`config.mk`:
```
export PLATFORM = sky130hd
export DESIGN_NAME = instr_fetch
export DESIGN_NICKNAME = d
export VERILOG_FILES = /design/src/rtl/mips_pkg.sv /design/src/rtl/fetch_fifo.sv /design/src/rtl/instr_fetch.sv
export SDC_FILE = /design/constraint.sdc
export NUM_CORES = 1
export LEC_CHECK = 0
export ABC_AREA = 1
export CORE_ASPECT_RATIO = 1.25
export CORE_MARGIN = 2
export CORE_UTILIZATION = 45
export CTS_BUF_LIST = sky130_fd_sc_hd__clkbuf_2
export DETAILED_ROUTE_END_ITERATION = 7
export PLACE_DENSITY = 0.73
export RECOVER_POWER = 25
export SLEW_MARGIN = 5
export SYNTH_ARGS = -nofsm -noshare
export SYNTH_HDL_FRONTEND = slang
export SYNTH_SLANG_ARGS = --single-unit
```
`constraint.sdc`:
```
create_clock -name clk -period 4.59 [get_ports clk]
set_input_delay 0.918 -clock clk [delete_from_list [all_inputs] [get_ports clk]]
set_output_delay 0.918 -clock clk [all_outputs]
set_load 0.02 [all_outputs]
```
`src/rtl/mips_pkg.sv`:
```
// Shared defaults and the fetch-stage state encoding for the MIPS front end.
package mips_pkg;

  localparam int MEM_WORD_DEF   = 32;
  localparam int ADDR_WIDTH_DEF = 32;
  localparam int MEM_DEPTH_DEF  = 64;

  typedef enum logic {
    FS_RUN  = 1'b0,
    FS_HALT = 1'b1
  } fetch_state_e;

endpackage

```
`src/rtl/fetch_fifo.sv`:
```
// Two-entry FIFO between the instruction memory and decode, with a single-cycle flush.
module fetch_fifo #(
  parameter int WIDTH = 64
) (
  input  logic             clk,
  input  logic             rst_n,
  input  logic             flush,
  input  logic             push,
  input  logic [WIDTH-1:0] push_data,
  input  logic             pop,
  output logic [WIDTH-1:0] head_data,
  output logic             full,
  output logic             empty
);

  logic [WIDTH-1:0] mem_q [2];
  logic [WIDTH-1:0] mem_d [2];
  logic             rd_ptr_q, rd_ptr_d;
  logic             wr_ptr_q, wr_ptr_d;
  logic [1:0]       count_q, count_d;

  // When full, wr_ptr equals rd_ptr: a push+pop overwrites the slot being read,
  // which is safe because the head is consumed on the same edge.
  always_comb begin
    mem_d    = mem_q;
    rd_ptr_d = rd_ptr_q;
    wr_ptr_d = wr_ptr_q;
    count_d  = count_q;
    if (flush) begin
      rd_ptr_d = 1'b0;
      wr_ptr_d = 1'b0;
      count_d  = 2'd0;
    end else begin
      if (push) begin
        mem_d[wr_ptr_q] = push_data;
        wr_ptr_d        = ~wr_ptr_q;
      end
      if (pop) begin
        rd_ptr_d = ~rd_ptr_q;
      end
      case ({push, pop})
        2'b10:   count_d = count_q + 2'd1;
        2'b01:   count_d = count_q - 2'd1;
        default: count_d = count_q;
      endcase
    end
  end

  always_ff @(posedge clk) begin
    if (!rst_n) begin
      mem_q[0] <= '0;
      mem_q[1] <= '0;
      rd_ptr_q <= 1'b0;
      wr_ptr_q <= 1'b0;
      count_q  <= 2'd0;
    end else begin
      mem_q    <= mem_d;
      rd_ptr_q <= rd_ptr_d;
      wr_ptr_q <= wr_ptr_d;
      count_q  <= count_d;
    end
  end

  assign head_data = mem_q[rd_ptr_q];
  assign full      = (count_q == 2'd2);
  assign empty     = (count_q == 2'd0);

endmodule

```
`src/rtl/instr_fetch.sv`:
```
// Instruction fetch: PC drives memory directly, words buffered in a 2-entry FIFO.
// Optional out-of-range halt enabled by defining FETCH_BOUNDS_CHECK_EN.
module instr_fetch
  import mips_pkg::*;
#(
  parameter int                    MEM_WORD   = MEM_WORD_DEF,
  parameter int                    ADDR_WIDTH = ADDR_WIDTH_DEF,
  parameter int                    MEM_DEPTH  = MEM_DEPTH_DEF,
  parameter logic [ADDR_WIDTH-1:0] RESET_PC   = '0
) (
  input  logic                  clk,
  input  logic                  rst_n,
  output logic [ADDR_WIDTH-1:0] imem_addr,
  input  logic [MEM_WORD-1:0]   imem_data,
  input  logic                  redirect_valid,
  input  logic [ADDR_WIDTH-1:0] redirect_pc,
  output logic                  instr_valid,
  input  logic                  instr_ready,
  output logic [MEM_WORD-1:0]   instr_data,
  output logic [ADDR_WIDTH-1:0] instr_pc,
  output logic                  fault
);

  localparam int ENTRY_W = ADDR_WIDTH + MEM_WORD;

  logic [ADDR_WIDTH-1:0] pc_q, pc_d;
  fetch_state_e          state_q, state_d;
  logic                  fault_q, fault_d;

  logic                  fifo_push, fifo_pop, fifo_flush;
  logic                  fifo_full, fifo_empty;
  logic [ENTRY_W-1:0]    fifo_head;
  logic                  out_of_range;

  assign instr_valid = !fifo_empty;
  // A redirect discards the buffer, so any handshake in that cycle is void.
  assign fifo_pop    = instr_valid && instr_ready && !redirect_valid;

`ifdef FETCH_BOUNDS_CHECK_EN
  localparam logic [ADDR_WIDTH:0] DEPTH_LIMIT = (ADDR_WIDTH + 1)'(MEM_DEPTH);
  assign out_of_range = ({1'b0, pc_q} >= DEPTH_LIMIT);
`else
  assign out_of_range = 1'b0;
`endif

  always_comb begin
    pc_d       = pc_q;
    state_d    = state_q;
    fault_d    = fault_q;
    fifo_push  = 1'b0;
    fifo_flush = 1'b0;
    if (redirect_valid) begin
      fifo_flush = 1'b1;
      pc_d       = redirect_pc;
      state_d    = FS_RUN;
      fault_d    = 1'b0;
    end else if (state_q == FS_RUN && (!fifo_full || fifo_pop)) begin
      if (out_of_range) begin
        state_d = FS_HALT;
        fault_d = 1'b1;
      end else begin
        fifo_push = 1'b1;
        pc_d      = pc_q + ADDR_WIDTH'(1);
      end
    end
  end

  always_ff @(posedge clk) begin
    if (!rst_n) begin
      pc_q    <= RESET_PC;
      state_q <= FS_RUN;
      fault_q <= 1'b0;
    end else begin
      pc_q    <= pc_d;
      state_q <= state_d;
      fault_q <= fault_d;
    end
  end

  fetch_fifo #(
    .WIDTH(ENTRY_W)
  ) u_fifo (
    .clk       (clk),
    .rst_n     (rst_n),
    .flush     (fifo_flush),
    .push      (fifo_push),
    .push_data ({pc_q, imem_data}),
    .pop       (fifo_pop),
    .head_data (fifo_head),
    .full      (fifo_full),
    .empty     (fifo_empty)
  );

  assign imem_addr  = pc_q;
  assign instr_pc   = fifo_head[ENTRY_W-1 -: ADDR_WIDTH];
  assign instr_data = fifo_head[MEM_WORD-1:0];
  assign fault      = fault_q;

endmodule

```
### Word level (Yosys, flattened, before mapping)

Cells that the tools add are included.

* bits of input ports: 68
* word-level logic and storage cells: 45
* register bits: 164
* output and inout bits: 98

* magnitude comparators: 3
* muxes and demuxes: 12
* add/subtract/negate cells: 3
* bitwise logic cells: 6
* eq/ne operators: 3
* reductions and logical operators: 12

Operators with widths (count)
* $mux W64: 4
* $bwmux W128: 1
* $demux W64 S1: 1
* $mux W32: 2
* $add A32 B1 Y32 const B: 1
* $eq A2 B2 Y1 const B: 2
* $ge A2 B2 Y1 const B: 2
* $not A1 Y1: 4
* $not A1 Y2: 2
* $pmux W2 S2: 1
* $reduce_bool A2 Y1: 2
* $logic_and A1 B1 Y1: 3
* $logic_not A1 Y1: 3
* $mux W1: 3
* $add A2 B1 Y2 const B: 1
* $eq A2 B1 Y1 const B: 1
* $logic_not A2 Y1: 1
* $lt A2 B1 Y1 const B: 1
* $reduce_and A2 Y1: 1
* $reduce_or A2 Y1: 1
* $sub A2 B1 Y2 const B: 1
* $logic_or A1 B1 Y1: 1

### Longest topological paths before layout

Gate-level depths: netlist of run 1.

* word-level depth: 9
* gate-level depth with buffers: 12
* gate-level depth less buffers: 12

### Modules after synthesis

Synthesis of run 1 repeated with hierarchy kept, for this count alone.

* cells, all modules: 1059
* area total of the unflattened synthesis: 7897.6 sq um

By module, submodules not included
* fetch_fifo: cells each 668, seq. area each 2642.5 sq um, area each 5554.1 sq um, times used 1
* instr_fetch: cells each 391, seq. area each 640.6 sq um, area each 2343.5 sq um, times used 1

### Worst setup path before layout of run 1

OpenSTA, ideal clock, no wires.

* kind: register -> output
* from: reg u_fifo.rd_ptr_q
* to: out instr_data[14]
* data arrival time: 1.134 ns
* required time: 3.672 ns
* slack: 2.538 ns
* stages on the path, launching flop included: 6
* buffers on the path: 2
* path through: dfxtp_1 > inv_1 > clkbuf_1 > clkbuf_1 > nand2_1 > nand2_1

* longest elaborated chain between the ends: 4

Ends and longest elaborated chain
* from (decl): RTL line fetch_fifo.sv:18 `logic rd_ptr_q, rd_ptr_d;`
* from (signal assigned): RTL line fetch_fifo.sv:58 `rd_ptr_q <= rd_ptr_d;`
* $not A1 Y2 (not written as such): RTL line fetch_fifo.sv:64 `assign head_data = mem_q[rd_ptr_q];`
* $mux W64 (not written as such) (3 in series): RTL line fetch_fifo.sv:64
* to (decl): RTL line instr_fetch.sv:19 `output logic [MEM_WORD-1:0] instr_data,`

No other way between the ends. The select of a mux whose other input is x is not followed.

### Final worst setup path of run 1

* from: reg u_fifo.rd_ptr_q
* to: out instr_pc[2]

* longest elaborated chain between the ends: 4

Ends and longest elaborated chain
* $not A1 Y2 (not written as such): RTL line fetch_fifo.sv:64
* $mux W64 (not written as such) (3 in series): RTL line fetch_fifo.sv:64
* to (decl): RTL line instr_fetch.sv:20 `output logic [ADDR_WIDTH-1:0] instr_pc,`

No other way between the ends. The select of a mux whose other input is x is not followed.

==> out/results.md, run 1 <==
- critical hold path startpoint: u_fifo.count_q[1]$_SDFFE_PP0P_
- critical path endpoint category: output pin
- multi-input logic area: 3560 sq um
- combinational group share of total power: 0.197
- relative slew slack: -0.851
- number of enable-type register cells in the synthesized netlist: 0
- maximum clock insertion buffer count: 2
- count of input and output buffers: 164
- Core Footprint: 16200 sq um
- cell repeated most along the worst path: nand2_1
- number of core rows: 52
- Slowest Stage Delay on Critical Path: 640 ps
- ratio of routed vias to standard cells: 5.13
- H-tree Lvls: 4
- core utilization of the finished layout: 0.574
- Final Net Count: 1310
- final hold vios: 0
- power spent charging and discharging nets: 0.909 mW
- later-pin clock latency in the skew report: 740 ps
- worst hold path cell count: 2
- maximum number of pins on one net before global-route repair: 95
- final HPWL from detailed placement: 14400 microns
- Clock power frac: 0.260
- proportion of layout cells with a drive suffix above 1: 0.0351
- Reg clk slew, reported paths: 220 ps
- overall via count from detail_route: 7537
- Hold Crit Endpoint: u_fifo.count_q[1]$_SDFFE_PP0P_
- class of the worst hold path: register to register
- maximum ir drop on the vdd rail: 173 uV
- layout-stage area growth over the synthesis result: 24.9%
- placer congestion estimate: 0.926
- worst-path cell chain: inv_2, buf_4, nand2_1, nand2_1, clkdlybuf4s50_1
- Synth Area per Inst: 6.67 sq um
- register area share after synthesis: 0.441
- overall routing resource usage: 0.249
- required arrival time at the worst endpoint: 3670 ps
- achievable clock frequency: 269 MHz
- total gr overflow: 0
- Critical Path Source Type: register
- worst reg2reg path endpoint: u_fifo.mem_q[58]$_SDFFE_PN0P_
- cts hold-fix bufs: 0
- Max Slew Vio Count: 79
- Post-Route Skew: 32.5 ps
- total power consumption of the routed design: 2.94 mW
- Primary FF master, synth: dfxtp_1
- design internal power: 2.03 mW
- fin crit share: 0.809
- Detailed Routing Iterations Pass 1: 5
- vias in the first global route: 6879
- sum of negative setup slack: 0 ps
- Worst path top cell family by delay: buffers and inverters
- endpoint arrival time on the critical path: 2790 ps
- Root Driver: clkbuf_2
- Die Wd: 119 microns
- result of the run: finished with violations
- Reg-to-Reg Start: u_fifo.count_q[1]$_SDFFE_PP0P_
- Critical Path Fanout Max: 41
- actual transition at the worst max-transition pin: 2780 ps
- DRT iter0 DRCs: 666
- worst setup timing slack at the placement stage: 1130 ps
- total clock buffers created by CTS: 17
- WL/cell: 14.9 microns
- DRC violation count after routing: 0
- slack of the worst reg-to-reg path: 1810 ps
- die height: 148 microns
- TritonCTS clock tree: done
- cell area after placement: 9090 sq um
- count of boundary I/O pins: 166
- number of sinks driven by the clock tree: 164
- cell count after placement: 1436
- startpoint-to-endpoint class of the critical path: register to output pin
- combined buffer and inverter count along the critical path: 3
- static leakage power: 3.91 nW
- syn_nets: 1186
- Final setup violation count: 0
- final non-filler cell total: 1469
- remaining antenna violation count after routing: 0
- total of fill cells in the finished design: 1605
- slowest stage cell, crit path: clkdlybuf4s50_1
- Netlist cell types: 28
- FF+latch area: 3280 sq um
- wire length of the first global-routing pass: 35100 microns
- Netlist Area Pre-Place: 7440 sq um
- number of gates resized after CTS: 0
- net switching share of the total power: 0.310
- Synth Register Bits: 164
- asr flop ratio synth: 0
- register share of total power: 0.543
- count of cells along the worst register-to-register path: 10
- initial antenna violation count: 1
- DIE AREA: 17600 sq um
- power density over the cells: 316 nW/um^2
- starting density of the core: 0.459
- unrepaired setup endpoints after global routing: no
- violated checks: max-capacitance violations, max-slew violations
- Setup Buffers After CTS: 0
- synthesis warning total: 0
- Min Hold Slack: 519 ps
- smallest setup slack after layout: 877 ps
- maxcap violations: 1
- cell area after layout: 9290 sq um
- final critical delay including setup and external delays: 3710 ps
- number of cells produced by synthesis: 1115
- Total Wirelength: 21800 microns
[worst max path at each step]
stage | slack, ps | endpoint | cells past startpoint | from
2_1_floorplan | 2540 | instr_data[14] | 5 | u_fifo.rd_ptr_q$_SDFFE_PP0P_
3_3_place_gp | 1190 | imem_addr[2]$_SDFFE_PN0P_ | 8 | redirect_valid
3_5_place_dp | 1130 | imem_addr[2]$_SDFFE_PN0P_ | 8 | redirect_valid
4_1_cts | 780 | instr_pc[28] | 5 | u_fifo.rd_ptr_q$_SDFFE_PP0P_
5_1_grt | 610 | instr_pc[7] | 5 | u_fifo.rd_ptr_q$_SDFFE_PP0P_
6_report | 880 | instr_pc[2] | 5 | u_fifo.rd_ptr_q$_SDFFE_PP0P_
[cells in the mapped netlist, types with 2 or more instances]
master	n	area, sq um
nand2_1	311	1170
nor2_1	193	724
dfxtp_1	164	3280
o21ai_0	114	571
a21oi_1	84	420
inv_1	64	240
o21ai_1	42	210
clkbuf_1	33	124
nand3_1	31	155
buf_2	21	105
buf_4	10	75.1
xor2_1	10	87.6
nand4_1	7	43.8
a31oi_1	5	31.3
inv_2	4	15.0
ha_1	3	37.5
xnor2_1	3	26.3
a211oi_1	2	15.0
buf_1	2	7.51
nand2_4	2	22.5
nor2_4	2	22.5
o21bai_1	2	15.0
[cells in the final DEF (no fill, tap or decap), drive strengths merged, types with 7 or more instances in the layout]
cell / Yosys / routed
nand4: 7 / 7
buf: 33 / 7
nand2: 313 / 313
clkdlybuf4s50: 0 / 162
xor2: 10 / 10
o21ai: 156 / 156
nand3: 32 / 32
dfxtp: 164 / 164
nor2: 196 / 196
a21oi: 84 / 84
inv: 68 / 69
clkbuf: 33 / 20
[final cells by class]
type,instances,area share
antenna,1,0.000269
clock buffer,19,0.0102
clock inverter,13,0.0145
inverter,68,0.0275
multi-input combinational,817,0.383
sequential,164,0.353
tap,216,0.0291
timing repair buffer,171,0.182
[state kept, by name, indices dropped and copies added, names as in the netlist]
name,count
imem_addr,32
u_fifo.count_q,2
u_fifo.wr_ptr_q,1
u_fifo.mem_q,128
u_fifo.rd_ptr_q,1
[worst min-delay path, delay by kind of cell, from the launching register on]
kind | cells | cell delay (ps)
compound gates | 1 | 60
buf+inv | 1 | 70
flops | 1 | 370
[cells by family (layout without fill, tap and decap cells)]
group                    after synthesis  count (layout)  share of synthesized area
AND/OR/NAND/NOR                      550             550                      0.291
flip-flops                           164             164                      0.441
AO/OA/AOI/OAI                        250             250                      0.171
buffers and inverters                134             271                     0.0762
XOR/XNOR                              13              13                     0.0153
other                                  1               2                   0.000504
adder cells (fa/ha/maj)                3               3                    0.00505
[power groups by stage]
| stage | clock network (mW) | registers (mW) | logic, mW |
|---|---|---|---|
| 2_1_floorplan | 0 | 1.62 | 0.310 |
| 3_3_place_gp | 0 | 1.62 | 0.577 |
| 3_5_place_dp | 0 | 1.62 | 0.583 |
| 4_1_cts | 0.786 | 1.59 | 0.586 |
| 5_1_grt | 0.852 | 1.61 | 0.635 |
| 6_report | 0.765 | 1.59 | 0.577 |
[layer usage]
metal  routed length (microns)  GRT usage
met1                      9600      0.335
met2                     10200      0.396
met3                      1450     0.0482
met4                       563     0.0958
met5                         0          0
(Power assumes the default switching activity.)
==> run 2, diff against run 1 <==
Clock period 4.59 ns to 3.85 ns, I/O delays scaled along.
==> run 2 against run 1 <==
Total power is 21% higher. Clock power increased by 26%. Flip-flop and latch count unchanged. Routed wire length fell by 1.1%. Largest cell class unchanged. Count of clock-buffer cells in the layout is 2 lower. Critical endpoint is now instr_data[3]. Sequential share of layout area down 0.23 points. Via count up 1.0%. The run now ends clean.
==> out/results.md, run 2 (synthesis gave the netlist of run 1 again) <==
- result of the run: complete, no violations
- Final Net Count: 1316
- multi-input logic area: 3550 sq um
- maximum ir drop on the vdd rail: 210 uV
- total power consumption of the routed design: 3.56 mW
- relative slew slack: 0.0977
- Critical Path Source Type: register
- Root Driver: clkbuf_2
- commonest cells after routing, fill and taps aside: nand2_1 (313), nor2_1 (195), dfxtp_1 (163), clkdlybuf4s50_1 (163), o21ai_0 (118)
- total of fill cells in the finished design: 1565
- unrepaired setup endpoints after global routing: no
- final HPWL from detailed placement: 14400 microns
- required arrival time at the worst endpoint: 3080 ps
- maxcap violations: 0
- Final setup violation count: 0
- Post-Route Skew: 36.3 ps
- starting density of the core: 0.459
- final hold vios: 0
- Max Slew Vio Count: 0
- startpoint-to-endpoint class of the critical path: register to output pin
- DRT iter0 DRCs: 728
- number of sinks driven by the clock tree: 164
- TritonCTS clock tree: done
- leading cell type in the layout, fill and taps excluded: nand2_1
- worst hold path cell count: 3
- remaining antenna violation count after routing: 0
- class of the worst hold path: input pin to register
- actual transition at the worst max-transition pin: 1350 ps
- Critical Path Fanout Max: 43
- Reg clk slew, reported paths: 240 ps
- FF+latch area: 3280 sq um
- proportion of layout cells with a drive suffix above 1: 0.0350
- initial antenna violation count: 1
- DRC violation count after routing: 0
- Core Footprint: 16200 sq um
- register name with the most flops: u_fifo.mem_q
- count of cells along the worst register-to-register path: 10
- total gr overflow: 0
- max FFs per register: 128
- Total Wirelength: 21600 microns
- sum of negative setup slack: 0 ps
- design internal power: 2.48 mW
- critical path endpoint category: output pin
- die height: 148 microns
- placer congestion estimate: 0.956
- wire length of the first global-routing pass: 34600 microns
- vias in the first global route: 6894
- number of core rows: 52
- maximum clock insertion buffer count: 2
- register share of total power: 0.534
- count of boundary I/O pins: 166
- net switching share of the total power: 0.304
- combinational group share of total power: 0.195
- Detailed Routing Iterations Pass 1: 7
- ratio of routed vias to standard cells: 5.17
- power spent charging and discharging nets: 1.08 mW
- power density over the cells: 381 nW/um^2
- layout-stage area growth over the synthesis result: 25.7%
- Clock power frac: 0.271
- Die Wd: 119 microns
- overall via count from detail_route: 7614
- later-pin clock latency in the skew report: 750 ps
- WL/cell: 14.6 microns
- DIE AREA: 17600 sq um
- total clock buffers created by CTS: 17
- endpoint arrival time on the critical path: 2790 ps
- static leakage power: 3.94 nW
- H-tree Lvls: 4
- overall routing resource usage: 0.246
- fin crit share: 0.926
- final critical delay including setup and external delays: 3560 ps
- achievable clock frequency: 281 MHz
- maximum number of pins on one net before global-route repair: 65
- count of input and output buffers: 164
-- run 2: cell count changes in the layout (fill, tap and decap cells not counted), sizes merged --
| cell | before | now |
|---|---|---|
| clkdlybuf4s50 | 162 | 163 |
| clkbuf | 20 | 21 |
| buf | 7 | 10 |
| clkinv | 6 | 12 |
| inv | 69 | 67 |
| dlygate4sd3 | 1 | 0 |
| clkinvlp | 4 | 0 |
| bufinv | 2 | 3 |
-- run 2: timing repair --
item	4_1_cts	5_1_grt
hold buffers	0	0
gates resized for setup	0	1
endpoints found under the setup margin	0	2
buffers inserted	0	0
-- run 2: metrics by stage --
step	setup WS [ps]	utilization	cell area, sq um	hold slack [ps]	std cells
2_1_floorplan	1950	-	7440	461	1115
3_3_place_gp	998	0.565	9160	476	1442
3_5_place_dp	925	0.565	9160	483	1442
4_1_cts	166	0.581	9410	423	1473
5_1_grt	31.2	0.577	9350	439	1474
6_report	285	0.577	9350	482	1474
-- run 2: cell type report --
cell class | instances | share of cell area
Antenna cell | 1 | 0.000268
Multi-Input combinational cell | 817 | 0.380
Timing Repair Buffer | 177 | 0.186
Sequential cell | 164 | 0.351
Tap cell | 216 | 0.0289
Clock buffer | 17 | 0.00910
Inverter | 68 | 0.0274
Clock inverter | 14 | 0.0175
-- run 2: path summary, 6_finish.rpt --
check,slack [ps],endpoint,startpoint
worst max-delay path,290,instr_data[3],u_fifo.rd_ptr_q$_SDFFE_PP0P_
worst min-delay path,480,imem_addr[21]$_SDFFE_PN0P_,rst_n
worst max register to register,440,u_fifo.mem_q[15]$_SDFFE_PN0P_,u_fifo.count_q[0]$_SDFFE_PP0P_
worst min register to register,510,u_fifo.wr_ptr_q$_SDFFE_PP0P_,u_fifo.wr_ptr_q$_SDFFE_PP0P_
-- run 2: critical path, cell delays in order (launching register included) --
cell and delay, ps:
dfxtp_2 390, clkinv_2 510, buf_4 440, nand2_1 70, nand2_1 80, clkdlybuf4s50_1 540
-- run 2: power groups by stage --
| stage | clock network (mW) | registers, mW | logic (mW) |
|---|---|---|---|
| after global routing | 1.07 | 1.92 | 0.763 |
| after detailed placement | 0 | 1.93 | 0.702 |
| final | 0.965 | 1.90 | 0.695 |
| after floorplan | 0 | 1.94 | 0.370 |
| after CTS | 0.988 | 1.90 | 0.706 |
| after global placement | 0 | 1.93 | 0.696 |
-- run 2: routing by layer --
layer / vias to the layer above / global-route usage / wire [microns]
met1: 3419 / 0.335 / 9480
met5: - / 0 / 0
met3: 41 / 0.0478 / 1700
met4: 0 / 0.0982 / 630
li1: 3814 / - / -
met2: 340 / 0.385 / 9770
==> run 3, diff against run 2 <==
Settings changed: TNS_END_PERCENT from default to 5.
==> results of run 3 <==
Final layout, timing and power as in run 2 (identical DEF).
==> RTL change 1 (flow settings as in run 2) <==
The package constant `MEM_WORD_DEF` goes from 32 to 64.
--- a/src/rtl/mips_pkg.sv
+++ b/src/rtl/mips_pkg.sv
@@ -2,5 +2,5 @@
 package mips_pkg;
 
-  localparam int MEM_WORD_DEF   = 32;
+  localparam int MEM_WORD_DEF   = 64;
   localparam int ADDR_WIDTH_DEF = 32;
   localparam int MEM_DEPTH_DEF  = 64;
Interface: changed (resized imem_data and instr_data); port bits go from 166 to 230. No check against the original RTL was run, so the function may have changed too.
==> RTL change 1 against run 2 <==
First-iteration DRC count grew 11%; design area grew 38%; largest cell class unchanged; non-clock buffer count grew 64; setup slack lost 6.8 ps; sequential cell count grew 64; global-route usage grew 0.16 points; routed wire length grew 40%; utilization grew 0.40 points; cell count grew 38%; synthesized cell count grew 35%; power grew 46%; register-to-register slack gained 320 ps; clock power grew 65%; synthesized area grew 36%.
==> RTL change 1: results (changes against run 2) <==
stage	metric	value	unit	change
setup_path	crit_arrival	2800	ps	about the same
hold_path	hold_end	u_fifo.mem_q[182]		
route	avgRoutedWirePerCell	14.9	µm	+1.9%
setup_path	crit_path_end	instr_pc[9]		
cts	clock_latency	820	ps	+70 ps
setup_path	regToRegEndpoint	u_fifo.mem_q[165]		
power	p_clk	1590	µW	+65%
cts	clk_pin_slew	100	ps	-140 ps
logic_synthesis	synth_area_leaders	dfxtp_1 (45%), nand2_1 (15%), nor2_1 (12%)		
cts	cts_buffers	55		+38
logic_synthesis	seq_area_frac_synth	0.453		+0.0114
final_layout	largest_register_ffs	192		+50%
hold_path	hold_start	rst_n		
placement	dpl_cell_area	12400	µm²	+35%
setup_path	cp-startpoint	u_fifo.rd_ptr_q		
global_routing	grt_max_degree	124		+91%
setup_path	r2r_slack	760	ps	+320 ps
power	leakagePower	0.00573	µW	+45%
sta	finClkSkew	46.7	ps	+10.4 ps
logic_synthesis	ys_types	31		+11%
outcome	outcome	complete, no violations		
placement	io_buffers	228		+39%
logic_synthesis	synthXorXnorAreaFrac	0.00608		-0.00922
final_layout	nets	1815		+38%
setup_path	critPathMaxFanout	48		+12%
route	dr.first_iter.drc_count	808		+11%
power	peakVddDrop	0.248	mV	+18%
logic_synthesis	synth.top_cells.by_count	nand2_1 (400), nor2_1 (316), dfxtp_1 (228)		
sta	whs	250	ps	-232 ps
logic_synthesis	synth_compound_area_frac	0.159		-0.0118
cts	clockBufferDepth	3		+1
logic_synthesis	synthAdderAreaFrac	0.00372		-0.00132
sta	slew_headroom	0.138		+0.0406
placement	gp_congestion	0.886		-7.3%
final_layout	regMostFlops	u_fifo.mem_q		
global_routing	grtUsageTotal	0.248		+0.00156
power	p_sw	1620	µW	+50%
placement	dp_hpwl	19400	µm	+34%
route	vias	10400		+37%
final_layout	drive_gt1_frac	0.0646		+0.0296
logic_synthesis	synth_nets	1611		+36%
global_routing	grt_pass1_wl	47200	µm	+37%
power	power.internal	3590	µW	+45%
global_routing	first_global_vias	9598		+39%
-- RTL change 1: stage by stage --
step | worst slack [ps] | std cells
4_1_cts | 39.5 | 2032
3_5_place_dp | 635 | 1938
2_1_floorplan | 1770 | 1508
5_1_grt | 43.8 | 2033
3_3_place_gp | 681 | 1938
6_report | 278 | 2033
-- RTL change 1: layout make-up --
cell class / instances / area [µm²]
multi-input combinational: 1103 / 4750
timing repair buffer: 241 / 2390
inverter: 83 / 313
fill: 2152 / 9270
sequential: 228 / 4570
tap: 283 / 354
clock inverter: 10 / 70.1
antenna: 1 / 2.50
clock buffer: 84 / 420
-- RTL change 1: timing repair --
item	CTS	global route
endpoints found under the setup margin	0	64
setup buffers	0	0
resized for setup	0	1
-- RTL change 1: routing by layer --
metal  part of all wire  up-vias  global-route usage  wire length [µm]
li1                   -     5208                   -                 -
met1               0.43     4765               0.320             13200
met2               0.47      371               0.405             14200
met3              0.066       59              0.0472              2010
met4              0.032        0              0.0994               965
met5                  0        -                   0                 0
==> RTL change 2 (flow settings as in run 2) <==
Without the edit above. Reset style: asynchronous (`rst_n`), changed in 2 clocked blocks.
--- a/src/rtl/fetch_fifo.sv
+++ b/src/rtl/fetch_fifo.sv
@@ -47,5 +47,5 @@
   end
 
-  always_ff @(posedge clk) begin
+  always_ff @(posedge clk or negedge rst_n) begin
     if (!rst_n) begin
       mem_q[0] <= '0;
--- a/src/rtl/instr_fetch.sv
+++ b/src/rtl/instr_fetch.sv
@@ -66,5 +66,5 @@
   end
 
-  always_ff @(posedge clk) begin
+  always_ff @(posedge clk or negedge rst_n) begin
     if (!rst_n) begin
       pc_q    <= RESET_PC;
Formal check against the unedited RTL: differs if rst_n is asserted again (counterexample within 4 cycles, from zero or initial values and one cycle with rst_n low); with rst_n held inactive, the same outputs for 4 cycles.
==> RTL change 2 against run 2 <==
The run now ends with capacitance limit, slew limit left; clock skew grew 3.7 ps; utilization shrank 2.2 points; global-route usage shrank 2.5 points; synthesized area grew 14%; register-to-register slack gained 870 ps; setup slack gained 180 ps; via count shrank 4.7%; design area grew 11%; synthesized cell count shrank 4.2%; sequential cell count is the same; routed wire length shrank 0.93%; critical path type unchanged; largest cell class is now flip-flops and latches.
Power is not compared: it rests on default switching activity, and its combinational part moved more than twofold at a synthesized area within 25%.
==> RTL change 2: results (changes against run 2) <==
stage	metric	value	unit	change
outcome	outcome	finished, violations left		
outcome	violations	capacitance limit, slew limit		
final_layout	nClkBuffers	18		+1
final_layout	multi_input_area	3600	µm²	+1.4%
logic_synthesis	synth_area_leaders	dfrtp_1 (48%), nand2_1 (20%), o21ai_2 (10%)		
final_layout	syn_to_final_growth	21.9	%	
final_layout	final_cells	1458		-1.1%
placement	gp_congestion	0.919		-3.9%
logic_synthesis	synth_ff_type	dfrtp_1		
sta	maxSlewViolCount	98		+98
route	via_per_inst	4.98		-3.7%
final_layout	drive_gt1_frac	0.127		+0.0915
final_layout	seq_area_frac	0.397		+0.0455
placement	dp_hpwl	15000	µm	+3.8%
logic_synthesis	seq_area_frac_synth	0.483		+0.0419
logic_synthesis	ys_types	33		+18%
logic_synthesis	async_flop_share	1.00		+1.00
route	first_pass_iters	5		-2
final_layout	fill_cells	1805		+15%
logic_synthesis	synthXorXnorAreaFrac	0.00722		-0.00809
sta	finClkSkew	40.0	ps	+3.70 ps
logic_synthesis	syn_area_per_cell	7.95	µm²	+19%
final_layout	final_util	0.555		-0.0220
sta	tightest_slew	1670	ps	+321 ps
placement	place_ws	499	ps	-426 ps
final_layout	multi_input_cells	750		-8.2%
cts	cts_hold_buf	1		+1
logic_synthesis	synth.top_cells.by_count	nand2_1 (460), dfrtp_1 (164), inv_1 (99), o21ai_2 (99), nor2_1 (51)		
route	wirelength	21400	µm	-0.93%
logic_synthesis	synthAdderAreaFrac	0.00442		-0.000626
run	max-cap-violations	2		+2
final_layout	regArea	4110	µm²	+25%
setup_path	critPathMaxFanout	64		+49%
final_layout	nets	1283		-2.5%
route	dr.first_iter.drc_count	546		-25%
setup_path	crit_arrival	2620	ps	-170 ps
global_routing	first_global_vias	6898		+0.058%
global_routing	grtUsageTotal	0.221		-0.0250
hold_path	hp-class	flop to flop		
placement	placed_cells	1424		-1.2%
final_layout	inverters_excl_clock	101		+49%
placement	dpl_cell_area	10100	µm²	+11%
## RTL change 2: power by group through the flow
stage                     clock network, µW  registers [µW]  logic [µW]
after floorplan                           0            2920        2430
after global placement                    0            2930        3820
after detailed placement                  0            2950        3890
after CTS                               873            2910        3900
after global routing                    931            3010        4230
final                                   837            2920        3850
## RTL change 2: worst max-delay path, cell delays in order, from the launching register on
cell             delay, ps
dfrtp_2                410
buf_4                  610
nand2_1                120
nand2_1                130
clkdlybuf4s50_1        620
## RTL change 2: metal layers
layer | vias to the layer above | global-route usage | wire, µm | share of wire
met5 | - | 0 | 0 | 0
met2 | 213 | 0.377 | 10600 | 0.50
met4 | 0 | 0.0665 | 401 | 0.019
met3 | 27 | 0.0335 | 957 | 0.045
met1 | 3390 | 0.294 | 9400 | 0.44
li1 | 3626 | - | - | -
## RTL change 2: cells by family after synthesis
kind of cell / after synthesis
AND/OR/NAND/NOR: 566
AO/OA/AOI/OAI: 173
flip-flops: 164
buffers and inverters: 154
XOR/XNOR: 7
adder cells (fa/ha/maj): 3
other: 1
## RTL change 2: worst paths after layout
path	slack, ps	cells after the start	start	endpoint
worst max-delay path	460	4	u_fifo.rd_ptr_q	instr_pc[13]
worst min-delay path	510	2	u_fifo.mem_q[58]	u_fifo.mem_q[58]
worst max register to register	1310	11	u_fifo.count_q[0]	u_fifo.mem_q[48]
worst min register to register	510	2	u_fifo.mem_q[58]	u_fifo.mem_q[58]
max in group asynchronous	740	3	rst_n	u_fifo.mem_q[17]
min in group asynchronous	960	2	rst_n	u_fifo.mem_q[5]
